===== src/rtl/fifo_rr_arbiter.sv =====
// fifo_rr_arbiter: round-robin read scheduler sharing one valid/ready consumer
// between NUM_SRC task FIFOs. One FIFO read strobe per cycle at most; the word
// returned by the FIFO is presented on the output the following cycle.
module fifo_rr_arbiter #(
   parameter int unsigned NUM_SRC   = 4,
   parameter int unsigned WIDTH     = 40,
   parameter int unsigned ADDR_BITS = 3,
   parameter int unsigned SRC_BITS  = $clog2(NUM_SRC)
) (
   input  logic                           clock,
   input  logic                           reset,
   input  logic [NUM_SRC-1:0]             src_enable,
   input  logic [NUM_SRC*(ADDR_BITS+1)-1:0] src_count,
   input  logic [NUM_SRC*WIDTH-1:0]       src_rdata,
   output logic [NUM_SRC-1:0]             src_ren,
   output logic                           out_valid,
   input  logic                           out_ready,
   output logic [WIDTH-1:0]               out_data,
   output logic [SRC_BITS-1:0]            out_src,
   output logic                           busy
);

   localparam int unsigned CNT_W = ADDR_BITS + 1;
   // One extra bit so ptr + offset can exceed NUM_SRC-1 before the wrap.
   localparam int unsigned IDX_W = SRC_BITS + 1;

   logic                pend_q, pend_d;
   logic [SRC_BITS-1:0] sel_q,  sel_d;
   logic [SRC_BITS-1:0] ptr_q,  ptr_d;

   logic [NUM_SRC-1:0]  elig;
   logic                any_elig;
   logic [SRC_BITS-1:0] grant_idx;
   logic                grant_found;
   logic [IDX_W-1:0]    cand;
   logic                issue;
   logic [NUM_SRC-1:0]  ren_c;
   logic [WIDTH-1:0]    data_c;

   // Eligibility: enabled and holding at least one word (never read an empty FIFO).
   always_comb begin
      elig = '0;
      for (int i = 0; i < NUM_SRC; i++) begin
         elig[i] = src_enable[i] && (src_count[i*CNT_W +: CNT_W] != '0);
      end
   end

   assign any_elig = |elig;

   // Rotating priority scan: first eligible index starting at ptr, wrapping at NUM_SRC.
   always_comb begin
      grant_found = 1'b0;
      grant_idx   = '0;
      cand        = '0;
      for (int k = 0; k < NUM_SRC; k++) begin
         cand = {1'b0, ptr_q} + IDX_W'(k);
         if (cand >= IDX_W'(NUM_SRC)) begin
            cand = cand - IDX_W'(NUM_SRC);
         end
         if (!grant_found && elig[cand[SRC_BITS-1:0]]) begin
            grant_found = 1'b1;
            grant_idx   = cand[SRC_BITS-1:0];
         end
      end
   end

   // A new read may issue when the output slot is empty or is being emptied now.
   assign issue = any_elig && (!pend_q || out_ready);

   // One-hot read strobe for the granted FIFO; held low while in reset.
   always_comb begin
      ren_c = '0;
      if (issue && !reset) begin
         ren_c[grant_idx] = 1'b1;
      end
   end

   assign src_ren = ren_c;

   // Next-state: load a new grant, drain an accepted word, or hold.
   always_comb begin
      pend_d = pend_q;
      sel_d  = sel_q;
      ptr_d  = ptr_q;
      if (issue) begin
         pend_d = 1'b1;
         sel_d  = grant_idx;
         if (grant_idx == SRC_BITS'(NUM_SRC - 1)) begin
            ptr_d = '0;
         end else begin
            ptr_d = grant_idx + SRC_BITS'(1);
         end
      end else if (pend_q && out_ready) begin
         pend_d = 1'b0;
      end
   end

   // State register with synchronous active-high reset.
   always_ff @(posedge clock) begin
      if (reset) begin
         pend_q <= 1'b0;
         sel_q  <= '0;
         ptr_q  <= '0;
      end else begin
         pend_q <= pend_d;
         sel_q  <= sel_d;
         ptr_q  <= ptr_d;
      end
   end

   // Output word comes straight from the selected FIFO, which holds rdata until its next read.
   always_comb begin
      data_c = '0;
      for (int i = 0; i < NUM_SRC; i++) begin
         if (sel_q == SRC_BITS'(i)) begin
            data_c = src_rdata[i*WIDTH +: WIDTH];
         end
      end
   end

   assign out_data  = data_c;
   assign out_valid = pend_q;
   assign out_src   = sel_q;
   assign busy      = pend_q || any_elig;

endmodule


===== config.mk =====
export PLATFORM = sky130hd
export DESIGN_NAME = fifo_rr_arbiter
export DESIGN_NICKNAME = d
export VERILOG_FILES = /design/src/rtl/fifo_rr_arbiter.sv
export SDC_FILE = /design/constraint.sdc
export NUM_CORES = 1
export LEC_CHECK = 0
export ABC_AREA = 1
export ABC_CLOCK_PERIOD_IN_PS = 2000
export BUFFER_PORTS_ARGS = -buffer_cell sky130_fd_sc_hd__buf_2
export CAP_MARGIN = 20
export CELL_PAD_IN_SITES_DETAIL_PLACEMENT = 0
export CELL_PAD_IN_SITES_GLOBAL_PLACEMENT = 1
export CORE_MARGIN = 3
export CORE_UTILIZATION = 15
export DETAILED_ROUTE_END_ITERATION = 7
export GPL_TIMING_DRIVEN = 0
export PLACE_DENSITY = 0.81
export SYNTH_ARGS = -nofsm -noshare
export SYNTH_HDL_FRONTEND = slang
export SYNTH_SLANG_ARGS = --single-unit

===== constraint.sdc =====
create_clock -name clock -period 2 [get_ports clock]
set_input_delay 0.4 -clock clock [delete_from_list [all_inputs] [get_ports clock]]
set_output_delay 0.4 -clock clock [all_outputs]
set_load 0.03 [all_outputs]

==> impl_results.html, run 1 <==
<table>
<tr><th>Metric</th><th>Value</th></tr>
<tr><th colspan="2">Yosys</th></tr>
<tr><td>Area share of xor/xnor cells in the synthesized design</td><td>under 10%</td></tr>
<tr><td>Simple-gate portion of the synthesized area</td><td>64.55%</td></tr>
<tr><td>Share of async-settable or async-resettable flops after synthesis</td><td>0%</td></tr>
<tr><td>Synth unique cells</td><td>22</td></tr>
<tr><td>Main combinational cell family by area after synthesis</td><td>simple AND/OR/NAND/NOR gates</td></tr>
<tr><td>Yosys Warn Count</td><td>0</td></tr>
<tr><td>Sequential area share after synthesis</td><td>6.344%</td></tr>
<tr><td>EDFF count, synth</td><td>0</td></tr>
<tr><td>Top FF cell, synth</td><td>sky130_fd_sc_hd__dfxtp_1</td></tr>
<tr><td>Top cells by instance count after synthesis</td><td>sky130_fd_sc_hd__nand2_1 (124), sky130_fd_sc_hd__nand3_1 (40), sky130_fd_sc_hd__nor2_1 (33)</td></tr>
<tr><td>Area fraction in compound gates after synthesis</td><td>approximately 15%</td></tr>
<tr><td>Cell types with the largest area share after synthesis</td><td>sky130_fd_sc_hd__nand2_1 (30%), sky130_fd_sc_hd__nand3_1 (13%), sky130_fd_sc_hd__nand4_1 (10%)</td></tr>
<tr><td>Share of the synthesized area in the top cell type</td><td>a little under 30%</td></tr>
<tr><td>Share of synthesized cell area in full adder, half adder and majority cells</td><td>approximately 3.2%</td></tr>
<tr><td>Gate Count Post-Synth</td><td>around 310</td></tr>
<tr><td>Synthesis-stage register bit count</td><td>5</td></tr>
<tr><td>Multiplexer fraction of the synthesized cell area</td><td>0%</td></tr>
<tr><td>Most instantiated library cell after synthesis</td><td>sky130_fd_sc_hd__nand2_1</td></tr>
<tr><td>Syn Area/Cell</td><td>around 5 um^2</td></tr>
<tr><td>Post-synth design cell area</td><td>1578 um^2</td></tr>
<tr><td>Mapped Nets</td><td>501</td></tr>
<tr><td>Largest area contributor in the synthesized netlist</td><td>sky130_fd_sc_hd__nand2_1</td></tr>
<tr><th colspan="2">Pwr</th></tr>
<tr><td>Worst ir drop on vdd</td><td>0.5410 mV</td></tr>
<tr><td>Power Total</td><td>5.603 mW</td></tr>
<tr><td>Leak Pwr</td><td>1.878 nW</td></tr>
<tr><td>Power Dens Cells</td><td>1550 nW/um^2</td></tr>
<tr><th colspan="2">Place</th></tr>
<tr><td>Number of cells after detailed placement</td><td>about 680</td></tr>
<tr><td>Number of port buffers</td><td>230</td></tr>
<tr><td>Placed inst area</td><td>~3000 um^2</td></tr>
<tr><td>Routability-driven placement congestion ratio</td><td>roughly 0.83</td></tr>
<tr><td>Detailed placer's ending HPWL</td><td>between 7000 and 8000 um</td></tr>
<tr><td>Placement-stage worst setup slack</td><td>-0.3475 ns</td></tr>
<tr><th colspan="2">Die</th></tr>
<tr><td>Core region area</td><td>10000 um^2</td></tr>
<tr><td>DIE HEIGHT</td><td>approximately 110 um</td></tr>
<tr><td>Total number of placement rows</td><td>36</td></tr>
<tr><td>Initial Util</td><td>15.78%</td></tr>
<tr><td>Count of pins on the block boundary</td><td>between 200 and 250</td></tr>
<tr><td>Die width</td><td>108.6 um</td></tr>
<tr><td>Die Outline Area</td><td>11790 um^2</td></tr>
<tr><th colspan="2">Run</th></tr>
<tr><td>Count of max-cap constraint violations</td><td>0</td></tr>
<tr><th colspan="2">Cells and area</th></tr>
<tr><td>Proportion of layout cells with a drive suffix above 1</td><td>62.19%</td></tr>
<tr><td>Number of standard cells in the layout, taps in and fillers out</td><td>between 600 and 700</td></tr>
<tr><td>P&amp;R area growth vs syn</td><td>129.2%</td></tr>
<tr><td>Post-layout net count</td><td>746</td></tr>
<tr><td>Final non-filler cell area</td><td>3616 um^2</td></tr>
<tr><td>Number of inserted filler cells in the final layout</td><td>about 1100</td></tr>
<tr><td>Ant diodes</td><td>0</td></tr>
<tr><th colspan="2">Worst setup path</th></tr>
<tr><td>Worst setup path category</td><td>reg -&gt; out</td></tr>
<tr><td>Data arrival at the endpoint of the critical path</td><td>between 1.5 and 2 ns</td></tr>
<tr><td>Capturing element type of the critical path</td><td>output pin</td></tr>
<tr><td>Startpoint type of the worst setup path</td><td>flip-flop</td></tr>
<tr><td>Largest driver fanout on the critical path</td><td>7</td></tr>
<tr><td>Required arrival time at the worst endpoint</td><td>about 1.6 ns</td></tr>
<tr><th colspan="2">Clock network</th></tr>
<tr><td>H-Tree Level Count</td><td>1</td></tr>
<tr><td>Cts-stage hold buffer count</td><td>0</td></tr>
<tr><td>Root Buffer</td><td>sky130_fd_sc_hd__clkbuf_8</td></tr>
<tr><td>CTS sink count</td><td>5</td></tr>
<tr><td>TritonCTS clock tree</td><td>yes</td></tr>
<tr><td>Clock transition at the register clock pins on the worst setup and hold paths after CTS</td><td>0.04 ns</td></tr>
<tr><td>Largest buffer count on any clock path</td><td>2</td></tr>
<tr><td>TritonCTS Buffers</td><td>3</td></tr>
<tr><td>Clk Latency, worst-skew pair</td><td>~0.22 ns</td></tr>
<tr><th colspan="2">Global route</th></tr>
<tr><td>Leftover overflow at the end of global routing</td><td>0</td></tr>
<tr><td>Vias in the first global route</td><td>approximately 3000</td></tr>
<tr><td>Global-route wire length before repair</td><td>~14000 um</td></tr>
<tr><td>Pin count of the biggest net entering global routing</td><td>11</td></tr>
<tr><td>Number of antenna violations at the first check in global routing</td><td>0</td></tr>
<tr><td>Total routing resource utilization after global routing</td><td>roughly 14%</td></tr>
<tr><th colspan="2">Outcome</th></tr>
<tr><td>Result of the run</td><td>finished, violations left</td></tr>
<tr><td>Violated checks</td><td>setup timing</td></tr>
<tr><th colspan="2">STA</th></tr>
<tr><td>Final Hold Fails</td><td>0</td></tr>
<tr><td>Tightest slew margin relative to the limit</td><td>77.29%</td></tr>
<tr><td>Layout Skew</td><td>about 0.0012 ns</td></tr>
<tr><td>Number of slew-limit violations in the final report</td><td>0</td></tr>
<tr><td>Final hold slack</td><td>0.4235 ns</td></tr>
<tr><td>Unrepaired setup endpoints after global routing</td><td>yes</td></tr>
<tr><td>Final critical delay including setup and external delays</td><td>approximately 2.4 ns</td></tr>
<tr><td>Period utilization</td><td>119.3%</td></tr>
<tr><td>Slew @ Worst Pin</td><td>roughly 0.34 ns</td></tr>
<tr><td>Crit path setup slack, layout</td><td>-0.3855 ns</td></tr>
<tr><td>Highest attainable clock frequency</td><td>419.2 MHz</td></tr>
<tr><td>Count of endpoints failing setup in the final report</td><td>4</td></tr>
<tr><th colspan="2">Route</th></tr>
<tr><td>TritonRoute pass-1 iters</td><td>4</td></tr>
<tr><td>DR iter-0 viols</td><td>203</td></tr>
<tr><td>Average routed wire per standard cell</td><td>14.23 um</td></tr>
<tr><td>Ratio of routed vias to standard cells</td><td>around 4.6</td></tr>
<tr><td>Total via count after detailed routing</td><td>between 3000 and 4000</td></tr>
<tr><td>Remaining number of nets flagged by the antenna check after routing</td><td>0</td></tr>
<tr><td>Post-Route WL</td><td>about 9800 um</td></tr>
<tr><td>Number of DRC violations after detailed routing</td><td>0</td></tr>
<tr><th colspan="2">Min path</th></tr>
<tr><td>Worst min path class</td><td>in -&gt; reg</td></tr>
</table>
## path summary, 6_finish.rpt
check	cells past startpoint	from	slack (ns)	endpoint
worst max-delay path	14	ptr_q[0]	-0.39	src_ren[0]
worst min-delay path	2	reset	0.42	ptr_q[0]
worst max register to register	12	ptr_q[0]	0.07	ptr_q[1]
worst min register to register	2	out_valid	0.51	out_valid
## timing repair
action	4_1_cts	5_1_grt
gates cloned	0	1
setup endpoints to repair	44	44
pin swaps	5	13
gates resized for setup	78	66
buffers inserted	4	5
hold endpoints to repair	0	0
## sequential cells by signal, summed over array words and instances, names as in the netlist
| register | flops |
|---|---|
| ptr_q | 2 |
| out_valid | 1 |
| out_src | 2 |
## metal layers
layer	up-vias	wire length, um	global-route usage [%]
met4	0	73	1.353
met3	8	947	3.045
met2	193	5126	27.98
li1	1561	-	-
met1	1440	3689	16.12
met5	-	0	0
## final cells by class
type / instances / area [um^2] / share of cell area, %
Clock buffer: 4 / 45.04 / 1.246
Multi-Input combinational cell: 272 / 1689 / 46.71
Sequential cell: 5 / 106.4 / 2.941
Timing Repair Buffer: 240 / 1328 / 36.71
Buffer: 21 / 198.9 / 5.502
Tap cell: 133 / 166.4 / 4.602
Inverter: 16 / 82.58 / 2.284
## cells in the final DEF, fill, tap and decap left out
| master | n |
|---|---|
| sky130_fd_sc_hd__nand2_2 | 9 |
| sky130_fd_sc_hd__a211oi_1 | 1 |
| sky130_fd_sc_hd__nor2_1 | 26 |
| sky130_fd_sc_hd__buf_4 | 15 |
| sky130_fd_sc_hd__nand2_4 | 4 |
| sky130_fd_sc_hd__xor2_4 | 1 |
| sky130_fd_sc_hd__dfxtp_1 | 2 |
| sky130_fd_sc_hd__buf_6 | 11 |
| sky130_fd_sc_hd__nand4_1 | 26 |
| sky130_fd_sc_hd__clkbuf_16 | 1 |
| sky130_fd_sc_hd__a221oi_4 | 2 |
| sky130_fd_sc_hd__a21oi_2 | 17 |
| sky130_fd_sc_hd__dfxtp_4 | 1 |
| sky130_fd_sc_hd__buf_12 | 1 |
| sky130_fd_sc_hd__a21oi_1 | 3 |
| sky130_fd_sc_hd__nand3_2 | 7 |
| sky130_fd_sc_hd__buf_2 | 213 |
| sky130_fd_sc_hd__inv_2 | 4 |
| sky130_fd_sc_hd__clkbuf_8 | 6 |
| sky130_fd_sc_hd__clkbuf_1 | 1 |
| sky130_fd_sc_hd__nand3_1 | 34 |
| sky130_fd_sc_hd__or2_2 | 2 |
| sky130_fd_sc_hd__a221oi_2 | 13 |
| sky130_fd_sc_hd__inv_8 | 1 |
| sky130_fd_sc_hd__nor2_4 | 8 |
| sky130_fd_sc_hd__dfxtp_2 | 2 |
| sky130_fd_sc_hd__nand3_4 | 1 |
| sky130_fd_sc_hd__ha_2 | 2 |
| sky130_fd_sc_hd__ha_4 | 2 |
| sky130_fd_sc_hd__buf_8 | 3 |
| sky130_fd_sc_hd__clkbuf_4 | 9 |
| sky130_fd_sc_hd__nand2_1 | 113 |
| sky130_fd_sc_hd__clkbuf_2 | 5 |
| sky130_fd_sc_hd__nor3_4 | 1 |
| sky130_fd_sc_hd__inv_4 | 6 |
| sky130_fd_sc_hd__inv_1 | 5 |
## worst max-delay path, cell delays in order (launching register included)
cell	delay, ns
sky130_fd_sc_hd__dfxtp_2	0.32
sky130_fd_sc_hd__buf_8	0.13
sky130_fd_sc_hd__xor2_4	0.20
sky130_fd_sc_hd__inv_2	0.07
sky130_fd_sc_hd__nand3_2	0.08
sky130_fd_sc_hd__nand2_2	0.06
sky130_fd_sc_hd__nand2_4	0.10
sky130_fd_sc_hd__nor2_4	0.04
sky130_fd_sc_hd__nor3_4	0.18
sky130_fd_sc_hd__nand2_4	0.10
sky130_fd_sc_hd__inv_4	0.09
sky130_fd_sc_hd__ha_4	0.14
sky130_fd_sc_hd__inv_4	0.03
sky130_fd_sc_hd__nor2_4	0.09
sky130_fd_sc_hd__buf_6	0.13
## cells by family after synthesis
kind of cell | Yosys count
fa+ha+maj | 4
xor+xnor | 1
buf+inv | 37
compound gates | 36
simple gates | 231
flops | 5
## through the flow
stage | setup TNS, ns | utilization (%)
floorplan | 0 | -
global placement | -7.406 | 30.13
detailed placement | -7.070 | 30.13
CTS | -1.645 | 33.28
global route | -2.118 | 36.16
finish | -1.496 | 36.16
## power breakdown
group,switching (mW),internal [mW]
registers,0.0524,0.145
clock network,0.0477,0.137
logic,3.23,1.99
Note: power is estimated with default switching activity, not from simulation.
==> run 2: changes to the inputs <==
Settings changed: RECOVER_POWER set to 100.
==> run 2 against run 1 <==
Compared with the run above:
- global-route usage unchanged
- wire length about the same
- utilization about the same
- total power about the same
- non-clock buffer count unchanged
- clock skew about the same
- the run still ends with setup timing left
- combinational power about the same
- die area unchanged
==> impl_results.html, run 2 (synthesis results as in run 1) <==
<table>
<tr><th>Metric</th><th>Value</th></tr>
<tr><th colspan="2">STA</th></tr>
<tr><td>Final critical delay including setup and external delays</td><td>2.386 ns (-0.000001000 ns)</td></tr>
<tr><td>Tightest slew margin relative to the limit</td><td>70.94% (-6.3 points)</td></tr>
<tr><td>Crit path setup slack, layout</td><td>-0.3855 ns (+0.000001000 ns)</td></tr>
<tr><td>Number of slew-limit violations in the final report</td><td>0 (unchanged)</td></tr>
<tr><td>Layout Skew</td><td>0.001192 ns (-0.00003936 ns)</td></tr>
<tr><td>Count of endpoints failing setup in the final report</td><td>4 (unchanged)</td></tr>
<tr><td>Highest attainable clock frequency</td><td>419.2 MHz (unchanged)</td></tr>
<tr><td>Period utilization</td><td>119.3% (about the same)</td></tr>
<tr><td>Unrepaired setup endpoints after global routing</td><td>yes</td></tr>
<tr><td>Slew @ Worst Pin</td><td>0.4378 ns (+0.09712 ns)</td></tr>
<tr><td>Final Hold Fails</td><td>0 (unchanged)</td></tr>
<tr><td>Final hold slack</td><td>0.4236 ns (+0.00009400 ns)</td></tr>
<tr><th colspan="2">Route</th></tr>
<tr><td>DR iter-0 viols</td><td>203 (unchanged)</td></tr>
<tr><td>Post-Route WL</td><td>9837 um (about the same)</td></tr>
<tr><td>Ratio of routed vias to standard cells</td><td>4.635 (about the same)</td></tr>
<tr><td>Average routed wire per standard cell</td><td>14.24 um (about the same)</td></tr>
<tr><td>TritonRoute pass-1 iters</td><td>4 (unchanged)</td></tr>
<tr><td>Number of DRC violations after detailed routing</td><td>0 (unchanged)</td></tr>
<tr><td>Total via count after detailed routing</td><td>3203 (+0.031%)</td></tr>
<tr><td>Remaining number of nets flagged by the antenna check after routing</td><td>0 (unchanged)</td></tr>
<tr><th colspan="2">Cells and area</th></tr>
<tr><td>P&amp;R area growth vs syn</td><td>128.9%</td></tr>
<tr><td>Commonest cells after routing, fill and taps aside</td><td>sky130_fd_sc_hd__buf_2 (210), sky130_fd_sc_hd__nand2_1 (113), sky130_fd_sc_hd__nand3_1 (34)</td></tr>
<tr><td>Area taken by flip-flops and latches</td><td>106.4 um^2 (unchanged)</td></tr>
<tr><td>Area taken by multi-input logic gates</td><td>1689 um^2 (unchanged)</td></tr>
<tr><td>Post-layout net count</td><td>746 (unchanged)</td></tr>
<tr><td>Most common library cell in the layout ignoring fill and taps</td><td>sky130_fd_sc_hd__buf_2</td></tr>
<tr><td>Final design utilization</td><td>36.12% (-0.038 points)</td></tr>
<tr><td>Ant diodes</td><td>0 (unchanged)</td></tr>
<tr><td>Proportion of layout cells with a drive suffix above 1</td><td>61.65% (-0.54 points)</td></tr>
<tr><td>Number of inserted filler cells in the final layout</td><td>1091 (+0.18%)</td></tr>
<tr><th colspan="2">Worst setup path</th></tr>
<tr><td>Startpoint type of the worst setup path</td><td>flip-flop</td></tr>
<tr><td>Capturing element type of the critical path</td><td>output pin</td></tr>
<tr><td>Required arrival time at the worst endpoint</td><td>1.60 ns (about the same)</td></tr>
<tr><td>Reg2Reg Setup Slack</td><td>0.07 ns (about the same)</td></tr>
<tr><td>Data arrival at the endpoint of the critical path</td><td>1.99 ns (about the same)</td></tr>
<tr><td>Largest driver fanout on the critical path</td><td>7 (unchanged)</td></tr>
<tr><td>Worst setup path category</td><td>reg -&gt; out</td></tr>
<tr><th colspan="2">Die</th></tr>
<tr><td>Core region area</td><td>10000 um^2 (unchanged)</td></tr>
<tr><td>Initial Util</td><td>15.78% (unchanged)</td></tr>
<tr><td>Total number of placement rows</td><td>36 (unchanged)</td></tr>
<tr><td>Die width</td><td>108.6 um (unchanged)</td></tr>
<tr><td>Die Outline Area</td><td>11790 um^2 (unchanged)</td></tr>
<tr><td>Count of pins on the block boundary</td><td>231 (unchanged)</td></tr>
<tr><td>DIE HEIGHT</td><td>108.6 um (unchanged)</td></tr>
<tr><th colspan="2">Pwr</th></tr>
<tr><td>Worst ir drop on vdd</td><td>0.5399 mV (-0.20%)</td></tr>
<tr><td>Leak Pwr</td><td>1.867 nW (-0.57%)</td></tr>
<tr><td>Power Dens Cells</td><td>1550 nW/um^2 (about the same)</td></tr>
<tr><th colspan="2">Place</th></tr>
<tr><td>Number of port buffers</td><td>230 (unchanged)</td></tr>
<tr><td>Routability-driven placement congestion ratio</td><td>0.8315 (unchanged)</td></tr>
<tr><td>Detailed placer's ending HPWL</td><td>7920 um (unchanged)</td></tr>
<tr><th colspan="2">Run</th></tr>
<tr><td>Count of max-cap constraint violations</td><td>0 (unchanged)</td></tr>
<tr><th colspan="2">Outcome</th></tr>
<tr><td>Violated checks</td><td>setup timing</td></tr>
<tr><td>Result of the run</td><td>finished, violations left</td></tr>
<tr><th colspan="2">Clock network</th></tr>
<tr><td>TritonCTS clock tree</td><td>yes</td></tr>
<tr><td>Clock transition at the register clock pins on the worst setup and hold paths after CTS</td><td>0.04 ns (about the same)</td></tr>
<tr><td>Root Buffer</td><td>sky130_fd_sc_hd__clkbuf_8</td></tr>
<tr><td>Largest buffer count on any clock path</td><td>2 (unchanged)</td></tr>
<tr><td>H-Tree Level Count</td><td>1 (unchanged)</td></tr>
<tr><td>TritonCTS Buffers</td><td>3 (unchanged)</td></tr>
<tr><td>Clk Latency, worst-skew pair</td><td>0.22 ns (about the same)</td></tr>
<tr><td>CTS sink count</td><td>5 (unchanged)</td></tr>
<tr><th colspan="2">Global route</th></tr>
<tr><td>Number of antenna violations at the first check in global routing</td><td>0 (unchanged)</td></tr>
<tr><td>Leftover overflow at the end of global routing</td><td>0 (unchanged)</td></tr>
<tr><td>Total routing resource utilization after global routing</td><td>14.26% (unchanged)</td></tr>
<tr><td>Vias in the first global route</td><td>2965 (unchanged)</td></tr>
<tr><td>Pin count of the biggest net entering global routing</td><td>11 (unchanged)</td></tr>
<tr><td>Global-route wire length before repair</td><td>13700 um (unchanged)</td></tr>
<tr><th colspan="2">Min path</th></tr>
<tr><td>Worst min path class</td><td>in -&gt; reg</td></tr>
</table>
==> run 2: cell count changes in the layout (fill, tap and decap cells not counted), sizes merged <==
cell    change
clkbuf      +3
buf         -3
==> run 2: final timing paths <==
check,startpoint,endpoint,depth (start not counted)
min,reset,ptr_q[0],2
max reg2reg,ptr_q[0],ptr_q[1],12
max,ptr_q[0],src_ren[0],14
min reg2reg,out_valid,out_valid,2
==> run 2: routing by layer <==
layer | up-vias | GRT usage, % | part of all wire (%)
li1 | 1561 | - | -
met1 | 1439 | 16.12 | 37
met2 | 195 | 27.98 | 52
met3 | 8 | 3.045 | 9.6
met4 | 0 | 1.353 | 0.74
met5 | - | 0 | 0
==> run 2: worst max-delay path, stage by stage, from the launching register on <==
cell and delay, ns:
sky130_fd_sc_hd__dfxtp_2 0.32, sky130_fd_sc_hd__buf_8 0.13, sky130_fd_sc_hd__xor2_4 0.20, sky130_fd_sc_hd__inv_2 0.07
sky130_fd_sc_hd__nand3_2 0.08, sky130_fd_sc_hd__nand2_2 0.06, sky130_fd_sc_hd__nand2_4 0.10, sky130_fd_sc_hd__nor2_4 0.04
sky130_fd_sc_hd__nor3_4 0.18, sky130_fd_sc_hd__nand2_4 0.10, sky130_fd_sc_hd__inv_4 0.09, sky130_fd_sc_hd__ha_4 0.14
sky130_fd_sc_hd__inv_4 0.03, sky130_fd_sc_hd__nor2_4 0.09, sky130_fd_sc_hd__buf_6 0.13
==> run 2: final cells by class <==
cell class | instances | area share, %
multi-input cells | 272 | 46.76
repair buffers | 240 | 36.65
plain buffers | 21 | 5.507
well taps | 133 | 4.607
flip-flops and latches | 5 | 2.944
inverters | 16 | 2.286
clock buffers | 4 | 1.247
==> run 2: through the flow <==
stage | setup TNS, ns | instances | setup slack, ns | total power, mW | instance area (um^2)
4_1_cts | -1.645 | 685 | -0.4307 | 4.926 | 3328
5_1_grt | -2.121 | 691 | -0.5117 | 6.063 | 3612
3_3_place_gp | -7.406 | 677 | -0.3149 | 4.215 | 3013
2_1_floorplan | 0 | 314 | 0.01048 | 3.054 | 1695
3_5_place_dp | -7.070 | 677 | -0.3475 | 4.245 | 3013
6_report | -1.496 | 691 | -0.3855 | 5.600 | 3612
==> run 2: where the power goes <==
group          internal (mW)  switching [mW]  total, mW
logic                   1.99            3.23       5.22
registers              0.146          0.0528      0.198
clock network          0.137          0.0478      0.184
==> run 2: what timing repair did <==
action	CTS	global route
setup buffers	4	5
gates resized for setup	78	66
pin swaps	5	13
gates cloned	0	1
endpoints found under the setup margin	44	44
hold buffers	0	0
